File: src/rtl/pipe_hazard_ctrl.sv
`default_nettype none
// ============================================================================
// Module  : pipe_hazard_ctrl
// Brief   : Stall/flush/forwarding/trap control and EX retire stream for a
//           5-stage RV32I pipeline.
// Revision: 1.0 - initial release
// ============================================================================
module pipe_hazard_ctrl #(
    parameter int RADDR_W     = 5,
    parameter int ORDER_W     = 64,
    parameter int MEM_TIMEOUT = 16
) (
    input  logic               clk,
    input  logic               reset_n,
    input  logic               i_data_valid,
    input  logic               ex_valid,
    input  logic [RADDR_W-1:0] ex_rs1,
    input  logic [RADDR_W-1:0] ex_rs2,
    input  logic               ex_ill,
    input  logic               ex_trap_req,
    input  logic               ex_jump,
    input  logic               mem_valid,
    input  logic [RADDR_W-1:0] mem_rd,
    input  logic               mem_is_load,
    input  logic               mem_req,
    input  logic               d_data_valid,
    input  logic               wb_valid,
    input  logic [RADDR_W-1:0] wb_rd,
    output logic               stall_front,
    output logic               stall_mem,
    output logic               bubble_mem,
    output logic               flush_ex,
    output logic               if_hold,
    output logic [1:0]         fwd_rs1_sel,
    output logic [1:0]         fwd_rs2_sel,
    output logic               trap,
    output logic               mem_timeout,
    output logic               retire_valid,
    output logic               retire_trap,
    output logic [ORDER_W-1:0] retire_order
);

    localparam int CNT_W = (MEM_TIMEOUT > 1) ? $clog2(MEM_TIMEOUT) : 1;

    localparam logic [1:0] FWD_RF  = 2'b00;
    localparam logic [1:0] FWD_MEM = 2'b01;
    localparam logic [1:0] FWD_WB  = 2'b10;

    logic               mem_wait;
    logic               load_use;
    logic               trap_trig;
    logic               jump_take;
    logic               i_wait;
    logic               timeout_hit;
    logic [ORDER_W-1:0] order;

    // Loads in MEM have no result yet, so only ALU results are forwarded from MEM.
    function automatic logic [1:0] fwd_select(
        input logic [RADDR_W-1:0] rs,
        input logic               m_valid,
        input logic               m_is_load,
        input logic [RADDR_W-1:0] m_rd,
        input logic               w_valid,
        input logic [RADDR_W-1:0] w_rd
    );
        if (rs == '0)
            return FWD_RF;
        else if (m_valid && !m_is_load && (m_rd == rs))
            return FWD_MEM;
        else if (w_valid && (w_rd == rs))
            return FWD_WB;
        else
            return FWD_RF;
    endfunction

    always_comb begin
        mem_wait    = mem_valid & mem_req & ~d_data_valid;
        load_use    = ~mem_wait & mem_valid & mem_is_load & (mem_rd != '0) & ex_valid
                    & ((ex_rs1 == mem_rd) | (ex_rs2 == mem_rd));
        stall_front = mem_wait | load_use;
        stall_mem   = mem_wait;
        bubble_mem  = load_use;

        trap_trig   = ex_valid & (ex_ill | ex_trap_req) & ~stall_front & ~trap;
        jump_take   = ex_jump & ex_valid & ~stall_front & ~trap & ~trap_trig;
        i_wait      = ~i_data_valid & ~stall_front & ~trap & ~trap_trig & ~jump_take;

        flush_ex    = trap | trap_trig | jump_take | i_wait;
        if_hold     = trap | trap_trig | i_wait;

        retire_valid = ex_valid & ~stall_front & ~trap;
        retire_trap  = trap_trig;
        retire_order = order;

        fwd_rs1_sel = fwd_select(ex_rs1, mem_valid, mem_is_load, mem_rd, wb_valid, wb_rd);
        fwd_rs2_sel = fwd_select(ex_rs2, mem_valid, mem_is_load, mem_rd, wb_valid, wb_rd);
    end

    generate
        if (MEM_TIMEOUT > 0) begin : g_timeout
            logic [CNT_W-1:0] wait_cnt;

            assign timeout_hit = mem_wait && (wait_cnt == CNT_W'(MEM_TIMEOUT - 1));

            always_ff @(posedge clk) begin
                if (!reset_n)
                    wait_cnt <= '0;
                else if (!mem_wait || timeout_hit)
                    wait_cnt <= '0;
                else
                    wait_cnt <= wait_cnt + CNT_W'(1);
            end
        end else begin : g_no_timeout
            assign timeout_hit = 1'b0;
        end
    endgenerate

    // Trap and timeout flags are sticky until reset.
    always_ff @(posedge clk) begin
        if (!reset_n) begin
            trap        <= 1'b0;
            mem_timeout <= 1'b0;
            order       <= '0;
        end else begin
            if (trap_trig || timeout_hit)
                trap <= 1'b1;
            if (timeout_hit)
                mem_timeout <= 1'b1;
            order <= order + ORDER_W'(retire_valid);
        end
    end

endmodule
`default_nettype wire

File: config.mk
export PLATFORM = sky130hd
export DESIGN_NAME = pipe_hazard_ctrl
export DESIGN_NICKNAME = d
export VERILOG_FILES = /design/src/rtl/pipe_hazard_ctrl.sv
export SDC_FILE = /design/constraint.sdc
export NUM_CORES = 1
export LEC_CHECK = 0
export BUFFER_PORTS_ARGS = -buffer_cell sky130_fd_sc_hd__buf_2
export CORE_ASPECT_RATIO = 0.5
export CORE_MARGIN = 2
export CORE_UTILIZATION = 55
export CTS_BUF_LIST = sky130_fd_sc_hd__clkbuf_8 sky130_fd_sc_hd__clkbuf_16
export CTS_CLUSTER_DIAMETER = 60
export DETAILED_ROUTE_END_ITERATION = 10
export PLACE_DENSITY_LB_ADDON = 0.15
export REMOVE_ABC_BUFFERS = 1
export SLEW_MARGIN = 20
export SYNTH_ARGS = -nofsm -noshare
export SYNTH_HDL_FRONTEND = slang
export SYNTH_SLANG_ARGS = --single-unit
File: constraint.sdc
create_clock -name clk -period 10.25 [get_ports clk]
set_input_delay 2.05 -clock clk [delete_from_list [all_inputs] [get_ports clk]]
set_output_delay 2.05 -clock clk [all_outputs]
set_load 0.02 [all_outputs]
==> flow_summary_export.csv <==
group,metric,value,unit
synth,async_reset_ff_share,0,%
placed_design,dpl.hpwl,6.17,mm
global_routing,gr-usage-met1,30.3,%
pwr,p_int,0.487,mW
clock_network,clock_path_buffers,2,
worst_setup_path,cp_max_fo,7,
pwr,power_density,140,mW/mm^2
detailed_routing,drc,0,
worst_setup_path,cp-end-kind,"output pin",
synth,synthTopCellsByCount,"70 x dfxtp_1, 47 x nor2_1, 36 x nand3_1",
synth,yosysWarnings,0,
synth,ys_types,32,
worst_setup_path,crit_arrival,3.68,ns
clock_network,cts.reportedPaths.clkPinSlew,0.05,ns
worst_setup_path,crit_required,8.20,ns
pwr,power.switching,0.135,mW
global_routing,grt_first_pass_wirelength,14.0,mm
global_routing,grt_busiest_layer,"met2",
floorplanning,core,0.00616,sq mm
pwr,p_leak,1.71,nW
pwr,pwr-share-comb,5.9,%
detailed_routing,vias,3549,
global_routing,antenna_found_initial,0,
detailed_routing,drtIter0Drc,211,
worst_setup_path,crit_slowest_cell,"or4_1",
worst_setup_path,cpMostUsedCell,"buf_2",
global_routing,grt_pass1_vias,3086,
detailed_routing,ant_nets,0,
detailed_routing,finalWirelength,8.73,mm
worst_setup_path,critPathLaunchType,"input port",
clock_network,insertion_delay,0.33,ns
synth,ys_seq_area_share,39.6,%
run,cap_viol_max_count,0,
global_routing,use_met2,43.4,%
clock_network,ctsHoldBuffers,0,
pwr,power_frac_seq,44.2,%
timing,finalSetupViolCount,0,
synth,synthTopCellsByArea,"dfxtp_1 40%, xnor2_1 8.4%, nand3_1 5.1%",
floorplanning,row_count,20,
synth,syn_inst,442,
timing,worst_pin_slew,1.00,ns
finish,layout-drive-gt1-share,23.6,%
clock_network,cts_tree,"built",
finish,synthToLayoutAreaGrowth,25.6,%
timing,relSlewSlack,32.6,%
worst_setup_path,rr_worst_depth,7,
floorplanning,dieArea,0.00714,sq mm
synth,yosys.area.top_type,"dfxtp_1",
timing,rsz0062_at_grt,"no",
timing,hold_viol_final,0,
timing,fin_crit_sh,55.9,%
finish,fin_nets,584,
detailed_routing,routed_via_density,5.55,
placed_design,port_buffers,108,
finish,fin_cells,640,
detailed_routing,drt_pre_antenna_iters,5,
global_routing,grt.total_usage,24.5,%
pwr,ir_worst_vdd,0.0891,mV
clock_network,cts_setup_buffers,0,
min_path,min_path_type,"reg2reg",
timing,skew,0.00832,ns
floorplanning,ios,109,
synth,synth-edff-count,0,
pwr,switching_share,21.7,%
global_routing,overflow,0,
detailed_routing,wl_per_cell,13.6,microns
timing,setup_ws,4.52,ns
finish,nFillCells,511,
worst_setup_path,slowest_delay,0.52,ns
pwr,p_clk_share,50.0,%
placed_design,preCtsSetupSlack,4.44,ns
global_routing,grt_max_degree,62,
placed_design,dp_cells,626,
clock_network,root_buffer,"clkbuf_16",
synth,synth_flop_cell,"dfxtp_1",
synth,synth_top_cell_area_share,39.6,%
worst_setup_path,path_class,"in2out",
worst_setup_path,worstPathCellList,"buf_2 -> or4_1 -> o21ai_0 -> a21oi_1 -> nor4b_1 -> buf_2",
min_path,whs_path_depth,1,
timing,setup_tns,0,ns
finish,diodes,0,
global_routing,met3_usage,7.24,%
finish,multi_input_area,0.00204,sq mm
outcome,outcome,"completed",
clock_network,cts_htree_levels,3,
clock_network,cts_sinks,70,
timing,fmax,0.174,GHz
floorplanning,dieHeight,60.7,microns
finish,seq_area,0.00140,sq mm
synth,avgSynthCellArea,8.01,sq um
floorplanning,floorplan.initialDensity,57.5,%
synth,yosysMostFrequentCell,"dfxtp_1",
clock_network,cts.repair.resized,0,
clock_network,cts_made_buffers,9,
placed_design,routabilityCongestion,0.794,
floorplanning,die_width,117,microns
timing,period_needed,5.73,ns
timing,drv_slew,0,
synth,synth_area,0.00354,sq mm
synth,ys_ff_latch,70,
==> cell families (layout without fill, tap and decap cells) <==
kind of cell	Yosys count	after routing	share of synthesized area, %
compound gates	70	70	10.6
flops	70	70	39.6
buf+inv	26	136	2.79
simple gates	220	220	32.8
fa+ha+maj	3	3	1.06
mux	1	1	0.283
xor+xnor	52	52	12.9
==> metrics by stage <==
stage / hold WS, ns / util [%] / instance area, sq um / power [mW]
after global placement: 0.429 / 67.4 / 4150 / 0.317
after global routing: 0.493 / 72.3 / 4450 / 0.643
final: 0.448 / 72.3 / 4450 / 0.622
after CTS: 0.455 / 72.3 / 4450 / 0.626
after floorplan: 0.418 / - / 3490 / 0.300
after detailed placement: 0.444 / 67.4 / 4150 / 0.317
==> cell usage in the layout, fill, tap and decap left out <==
cell,instances
a21oi_1,33
and2_1,7
and3_1,3
and4_1,5
buf_2,108
buf_4,1
bufinv_16,1
clkbuf_16,9
clkbuf_8,2
clkinv_1,1
clkinvlp_4,2
dfxtp_1,70
ha_1,3
inv_1,12
mux2i_1,1
nand2_1,31
nand2b_1,2
nand3_1,36
nand4_1,17
nand4_2,1
nor2_1,47
nor2b_1,1
nor3_1,14
nor4_1,11
nor4b_1,1
o21ai_0,27
o21bai_1,2
o31ai_1,7
o41ai_1,1
or2_0,1
or2_2,5
or3_1,23
or4_1,14
or4_4,1
xnor2_1,34
xor2_1,18
==> critical path, delay by kind of cell <==
| family | cells | cell delay [ns] |
|---|---|---|
| AOI/OAI and AO/OA | 2 | 0.28 |
| and+or+nand+nor | 2 | 0.97 |
| buffers and inverters | 2 | 0.38 |
==> layer usage <==
metal	vias up	share of wire (%)
met1	1636	46
met3	4	7.2
met5	-	0
met2	104	46
li1	1805	-
met4	0	0.48
==> power groups by stage <==
stage	logic (mW)	registers [mW]	clock network, mW
5_1_grt	0.0398	0.275	0.328
3_5_place_dp	0.0364	0.281	0
2_1_floorplan	0.0183	0.282	0
4_1_cts	0.0365	0.275	0.315
3_3_place_gp	0.0361	0.281	0
6_report	0.0365	0.275	0.311
==> cell type report <==
| type | instances | area share (%) |
|---|---|---|
| multi-input cells | 346 | 45.9 |
| repair buffers | 109 | 12.3 |
| flip-flops and latches | 70 | 31.5 |
| clock buffers | 11 | 5.68 |
| well taps | 88 | 2.48 |
| clock inverters | 3 | 1.01 |
| inverters | 13 | 1.10 |
==> state kept, by name (all words and copies together) (netlist names) <==
name	count
retire_order	64
g_timeout.wait_cnt	4
mem_timeout	1
trap	1
==> worst paths after layout <==
kind         slack (ns)               endpoint                  start
max reg2reg        7.06       retire_order[61]                   trap
min reg2reg        0.45  g_timeout.wait_cnt[0]  g_timeout.wait_cnt[0]
min                0.45  g_timeout.wait_cnt[0]  g_timeout.wait_cnt[0]
max                4.52           retire_valid              mem_rd[1]
Note: power is estimated with default switching activity, not from simulation.
